## config.mk

```make
export PLATFORM = sky130hd
export DESIGN_NAME = touch_sense
export DESIGN_NICKNAME = d
export VERILOG_FILES = /design/src/rtl/touch_sense_pkg.sv /design/src/rtl/touch_debounce.sv /design/src/rtl/touch_sense.sv
export SDC_FILE = /design/constraint.sdc
export NUM_CORES = 1
export LEC_CHECK = 0
export BUFFER_PORTS_ARGS = -buffer_cell sky130_fd_sc_hd__buf_2
export CORE_UTILIZATION = 40
export DETAILED_ROUTE_END_ITERATION = 6
export SLEW_MARGIN = 0
export SYNTH_ARGS = -nofsm -noshare
export SYNTH_HDL_FRONTEND = slang
export SYNTH_SLANG_ARGS = --single-unit
```

## constraint.sdc

```tcl
create_clock -name clk -period 5.74 [get_ports clk]
set_input_delay 0.861 -clock clk [delete_from_list [all_inputs] [get_ports clk]]
set_output_delay 0.861 -clock clk [all_outputs]
set_load 0.03 [all_outputs]
```

## src/rtl/touch_sense_pkg.sv

```systemverilog
// Shared constants for the touch pad sensing core: register map, identity words
// and debounce FSM state encoding.
package touch_sense_pkg;

    localparam logic [7:0] ADDR_NAME0   = 8'h00;
    localparam logic [7:0] ADDR_NAME1   = 8'h01;
    localparam logic [7:0] ADDR_VERSION = 8'h02;
    localparam logic [7:0] ADDR_CTRL    = 8'h08;
    localparam logic [7:0] ADDR_STATUS  = 8'h09;
    localparam logic [7:0] ADDR_COUNT   = 8'h0a;

    localparam logic [31:0] NAME0 = 32'h746f7563;  // "touc"
    localparam logic [31:0] NAME1 = 32'h68736e73;  // "hsns"

    localparam logic [1:0] ST_IDLE_LO    = 2'd0;
    localparam logic [1:0] ST_CONFIRM_HI = 2'd1;
    localparam logic [1:0] ST_IDLE_HI    = 2'd2;
    localparam logic [1:0] ST_CONFIRM_LO = 2'd3;

endpackage

```

## src/rtl/touch_debounce.sv

```systemverilog
// Pad synchroniser plus a four-state debounce FSM; emits the accepted level and a
// single-cycle pulse on each accepted rising transition.
module touch_debounce
    import touch_sense_pkg::*;
#(
    parameter int SYNC_STAGES     = 2,
    parameter int DEBOUNCE_CYCLES = 25000
) (
    input  logic clk,
    input  logic reset,
    input  logic enable,
    input  logic pad,
    output logic level,
    output logic rise_pulse
);

    localparam logic [15:0] LAST = 16'(DEBOUNCE_CYCLES - 1);

    logic [SYNC_STAGES-1:0] sync;
    logic                   s;
    logic [1:0]             state;
    logic [1:0]             state_next;
    logic [15:0]            count;
    logic [15:0]            count_next;
    logic                   fire;

    assign s = sync[SYNC_STAGES-1];

    always_ff @(posedge clk) begin
        if (reset) begin
            sync  <= '0;
            state <= ST_IDLE_LO;
            count <= '0;
        end else begin
            sync  <= {sync[SYNC_STAGES-2:0], pad};
            state <= state_next;
            count <= count_next;
        end
    end

    // With LAST == 0 a differing sample is accepted straight from the idle states.
    always_comb begin
        state_next = state;
        count_next = count;
        fire       = 1'b0;
        case (state)
            ST_IDLE_LO: begin
                if (s) begin
                    if (LAST == 16'd0) begin
                        state_next = ST_IDLE_HI;
                        fire       = 1'b1;
                    end else begin
                        state_next = ST_CONFIRM_HI;
                        count_next = 16'd1;
                    end
                end
            end
            ST_CONFIRM_HI: begin
                if (!s) begin
                    state_next = ST_IDLE_LO;
                    count_next = 16'd0;
                end else if (count == LAST) begin
                    state_next = ST_IDLE_HI;
                    count_next = 16'd0;
                    fire       = 1'b1;
                end else begin
                    count_next = count + 16'd1;
                end
            end
            ST_IDLE_HI: begin
                if (!s) begin
                    if (LAST == 16'd0) begin
                        state_next = ST_IDLE_LO;
                    end else begin
                        state_next = ST_CONFIRM_LO;
                        count_next = 16'd1;
                    end
                end
            end
            default: begin
                if (s) begin
                    state_next = ST_IDLE_HI;
                    count_next = 16'd0;
                end else if (count == LAST) begin
                    state_next = ST_IDLE_LO;
                    count_next = 16'd0;
                end else begin
                    count_next = count + 16'd1;
                end
            end
        endcase
        if (!enable) begin
            state_next = ST_IDLE_LO;
            count_next = 16'd0;
            fire       = 1'b0;
        end
    end

    assign level      = (state == ST_IDLE_HI) || (state == ST_CONFIRM_LO);
    assign rise_pulse = fire;

endmodule

```

## src/rtl/touch_sense.sv

```systemverilog
// MMIO touch pad core: register bank, sticky event flag, event counter and the
// single-cycle cs/ready access handshake.
module touch_sense
    import touch_sense_pkg::*;
#(
    parameter int          SYNC_STAGES     = 2,
    parameter int          DEBOUNCE_CYCLES = 25000,
    parameter logic [31:0] CORE_VERSION    = 32'h00000001
) (
    input  logic        clk,
    input  logic        reset,
    input  logic        touch_event,
    input  logic        cs,
    input  logic        we,
    input  logic [7:0]  address,
    input  logic [31:0] write_data,
    output logic [31:0] read_data,
    output logic        ready
);

    logic        enable;
    logic        event_flag;
    logic [15:0] event_count;
    logic        level;
    logic        rise_pulse;
    logic        cs_held;
    logic        start;
    logic        ctrl_write;
    logic        status_write;
    logic [31:0] rdata;
    logic        unused_write_bits;

    touch_debounce #(
        .SYNC_STAGES     (SYNC_STAGES),
        .DEBOUNCE_CYCLES (DEBOUNCE_CYCLES)
    ) u_debounce (
        .clk        (clk),
        .reset      (reset),
        .enable     (enable),
        .pad        (touch_event),
        .level      (level),
        .rise_pulse (rise_pulse)
    );

    // cs_held stops a long-held chip select from starting a second access.
    assign start        = cs && !cs_held && !ready;
    assign ctrl_write   = start && we && (address == ADDR_CTRL);
    assign status_write = start && we && (address == ADDR_STATUS);

    assign unused_write_bits = ^write_data[31:1];

    always_comb begin
        rdata = '0;
        case (address)
            ADDR_NAME0:   rdata = NAME0;
            ADDR_NAME1:   rdata = NAME1;
            ADDR_VERSION: rdata = CORE_VERSION;
            ADDR_CTRL:    rdata = {31'd0, enable};
            ADDR_STATUS:  rdata = {30'd0, level, event_flag};
            ADDR_COUNT:   rdata = {16'd0, event_count};
            default:      rdata = '0;
        endcase
    end

    always_ff @(posedge clk) begin
        if (reset) begin
            read_data   <= '0;
            ready       <= 1'b0;
            cs_held     <= 1'b0;
            enable      <= 1'b1;
            event_flag  <= 1'b0;
            event_count <= '0;
        end else begin
            ready   <= start;
            cs_held <= cs;
            if (start) begin
                read_data <= rdata;
            end
            if (ctrl_write) begin
                enable <= write_data[0];
            end
            // A new event outranks a firmware clear landing on the same cycle.
            if (rise_pulse) begin
                event_flag <= 1'b1;
            end else if (status_write) begin
                event_flag <= 1'b0;
            end
            if (rise_pulse) begin
                event_count <= event_count + 16'd1;
            end
        end
    end

endmodule

```

==> results.sh <==
export IMPL_status="finished clean"
export IMPL_synth_edff_count=0
export IMPL_hpwl_mm=4.19
export IMPL_grt_ovfl_total=0
export IMPL_design_area_sq_um=3270
export IMPL_power_frac_seq_pct=49.7
export IMPL_cts_tree="yes"
export IMPL_worstReg2RegEnd="u_debounce.count[3]"
export IMPL_cts_root_buf="clkbuf_8"
export IMPL_fin_setup_tns_ns=0
export IMPL_syn_area_sq_um=2900
export IMPL_cts_buffer_depth=2
export IMPL_antenna_found_initial=0
export IMPL_reg2reg_from="u_debounce.state[0]"
export IMPL_drt_wl_total_mm=6.01
export IMPL_cts_resized=0
export IMPL_ys_flop_type="dfxtp_1"
export IMPL_synth_async_reset_ratio_pct=0
export IMPL_clock_sinks=59
export IMPL_slowest_stage="or3b_2"
export IMPL_p_clk_share_pct=45.9
export IMPL_grt_max_degree=47
export IMPL_worstSetupEndpoint="read_data[8]"
export IMPL_end_kind="flop"
export IMPL_core_sq_um=6910
export IMPL_crit_family="simple AND/OR/NAND/NOR gates"
export IMPL_reg2reg_setup_slack_ns=3.33
export IMPL_ant_nets=0
export IMPL_port_buffers=42
export IMPL_grt_usage_pct=17.6
export IMPL_min_from="u_debounce.sync[0]"
export IMPL_grt_first_pass_wirelength_mm=10.2
export IMPL_rows=30
export IMPL_critPathBufInv=1
export IMPL_p_comb_share_pct=4.4
export IMPL_avgSynthCellArea_sq_um=8.40
export IMPL_route_detailed_wl_per_inst_um=12.7
export IMPL_finalCriticalPeriod_ns=2.64
export IMPL_ys_seq_area_share_pct=40.8
export IMPL_area_delta_synth_final_pct=13.0
export IMPL_period_share_pct=46.0
export IMPL_crit_path_cell_trace="buf_2 -> or3b_2 -> nor3_1 -> and2_1 -> a22oi_1 -> a21oi_1"
export IMPL_clk_pin_slew_worst_paths_ns=0.07
export IMPL_cp_required_ns=6.00
export IMPL_drive_gt1_share_pct=18.3
export IMPL_cts_inserted_buffers=9
export IMPL_cpPeakStageDelay_ns=0.66
export IMPL_layout_nets=423
export IMPL_synth_top_area_share_pct=40.8
export IMPL_gp_congestion=0.757
export IMPL_die_area_sq_um=7590
export IMPL_synth_cell_type_count=50
export IMPL_ys_ff_latch=59
export IMPL_p_leak_nw=1.22
export IMPL_rr_worst_depth=6
export IMPL_rsz0062_at_grt="false"
export IMPL_worst_path_stages=6
export IMPL_ioPinCount=78
export IMPL_crit_type="input pin to flop"
export IMPL_setup_viol_count_final=0
export IMPL_n_antenna_cell=0
export IMPL_cts_hold_buf=0
export IMPL_crit_arrival_ns=2.90
export IMPL_finalClockSkew_ns=0.0108
export IMPL_die_h_um=87.1
export IMPL_first_pass_iters=4
export IMPL_maxSlewHeadroom_pct=45.8
export IMPL_synth_area_leaders="dfxtp_1 (41%), nor2_1 (6.1%), xnor2_1 (5.7%), a21oi_1 (4.0%), buf_4 (3.4%)"
export IMPL_totalPowerFinal_w=0.000831
export IMPL_p_int_w=0.000626
export IMPL_drc=0
export IMPL_vias=2369
export IMPL_sw_frac_of_total_pct=24.7
export IMPL_die_w_um=87.1
export IMPL_drt_iter0_markers=89
export IMPL_maxCapViolCount=0
export IMPL_tightest_slew_ns=0.813
export IMPL_dpl_cell_area_sq_um=3070
export IMPL_power_density_nw_per_um2=254
export IMPL_fin_hold_ws_ns=0.455
export IMPL_ys_warn_count=0
export IMPL_power_switching_w=0.000205
export IMPL_yosys_area_top_type="dfxtp_1"
export IMPL_critPathLaunchType="input pin"
export IMPL_hold_path_class="flop to flop"
export IMPL_cp_startpoint="cs"
export IMPL_h_tree_depth=3
export IMPL_finalHoldViolCount=0
export IMPL_synthesis_instances=345
export IMPL_fin_util_pct=47.4
export IMPL_finalMaxSlewViolations=0
export IMPL_clk_latency_ns=0.34
export IMPL_cp_max_fo=21
export IMPL_start_util_pct=41.9
export IMPL_via_per_inst=5.01
export IMPL_grt_pass1_vias=2132
export IMPL_post_cts_buffers=0
export IMPL_fmax_mhz=378
export IMPL_peakVddDrop_v=0.0000867
==> worst reg2reg max path, delay by kind of cell (launching register included) <==
family	cells	cell delay, ns
buf+inv	1	0.06
fa+ha+maj	1	0.22
compound gates	2	0.76
flops	1	0.43
simple gates	2	0.88
==> cell families (layout without fill, tap and decap cells) <==
family | Yosys count | count (layout) | share of synthesized area, %
DFF | 59 | 59 | 40.8
adders and majority gates | 6 | 6 | 2.59
buffers and inverters | 42 | 71 | 7.39
other | 1 | 4 | 0.129
xor gates and xnor gates | 22 | 22 | 6.65
muxes | 6 | 6 | 2.46
AOI/OAI and AO/OA | 57 | 57 | 12.6
and+or+nand+nor | 152 | 152 | 27.4
==> power by group through the flow <==
stage | combinational, W | sequential [W] | clock (W)
after global placement | 0.0000370 | 0.000422 | 0
after global routing | 0.0000415 | 0.000413 | 0.000409
after CTS | 0.0000372 | 0.000413 | 0.000391
final | 0.0000367 | 0.000413 | 0.000381
after floorplan | 0.0000283 | 0.000423 | 0
after detailed placement | 0.0000370 | 0.000422 | 0
==> state kept, by name (all words and copies together), names as in the netlist, named ones only <==
name	cells
read_data	19
event_count	16
u_debounce.count	16
u_debounce.sync	2
cs_held	1
enable	1
event_flag	1
ready	1
u_debounce.state	1
==> metal layers <==
metal | part of all wire [%] | GRT usage (%) | vias to the layer above
met3 | 4.4 | 3.70 | 10
met1 | 52 | 23.8 | 1075
met5 | 0 | 0 | -
met4 | 1.9 | 9.39 | 0
met2 | 42 | 26.1 | 49
li1 | - | - | 1235
==> through the flow <==
stage / instances / worst slack (ns)
CTS: 473 / 3.09
global placement: 457 / 2.79
floorplan: 348 / 3.32
finish: 473 / 3.10
detailed placement: 457 / 2.75
global route: 473 / 2.88
==> cells in the final DEF, fill, tap and decap left out, drive strengths merged, types with 5 or more instances in the layout <==
cell type | netlist | layout
a21oi | 23 | 23
a22oi | 11 | 11
a2bb2oi | 6 | 6
and3 | 5 | 5
buf | 16 | 42
clkbuf | 13 | 9
dfxtp | 59 | 59
ha | 6 | 6
inv | 13 | 14
nand2 | 25 | 25
nand3 | 10 | 10
nand4 | 10 | 10
nor2 | 49 | 49
nor2b | 9 | 9
nor3 | 14 | 14
nor4 | 5 | 5
o21ai | 7 | 7
xnor2 | 19 | 19
==> how the worst min path moves through the flow <==
stage | slack (ns) | endpoint | cells past startpoint
3_5_place_dp | 0.43 | u_debounce.sync[1] | 1
3_3_place_gp | 0.43 | u_debounce.sync[1] | 1
4_1_cts | 0.46 | read_data[0] | 2
6_report | 0.46 | u_debounce.sync[1] | 1
2_1_floorplan | 0.41 | u_debounce.sync[1] | 1
5_1_grt | 0.47 | u_debounce.sync[1] | 1
==> Yosys cell counts (all sizes together) (2+ instances only) <==
cell type	number
dfxtp	59
nor2	49
nand2	25
a21oi	23
xnor2	19
buf	16
nor3	14
clkbuf	13
inv	13
a22oi	11
nand3	10
nand4	10
nor2b	9
o21ai	7
a2bb2oi	6
ha	6
and3	5
nor4	5
or4	4
and2	3
mux2	3
mux2i	3
nand2b	3
nand3b	3
or3	3
xor2	3
a211oi	2
a31o	2
and4	2
==> final cells by class <==
cell class	instances	area, sq um
Clock buffer	9	124
Sequential cell	59	1180
Fill cell	716	3630
Tap cell	96	120
Clock inverter	7	77.6
Timing Repair Buffer	42	210
Inverter	13	48.8
Multi-Input combinational cell	247	1510
Note: power is estimated with default switching activity, not from simulation.
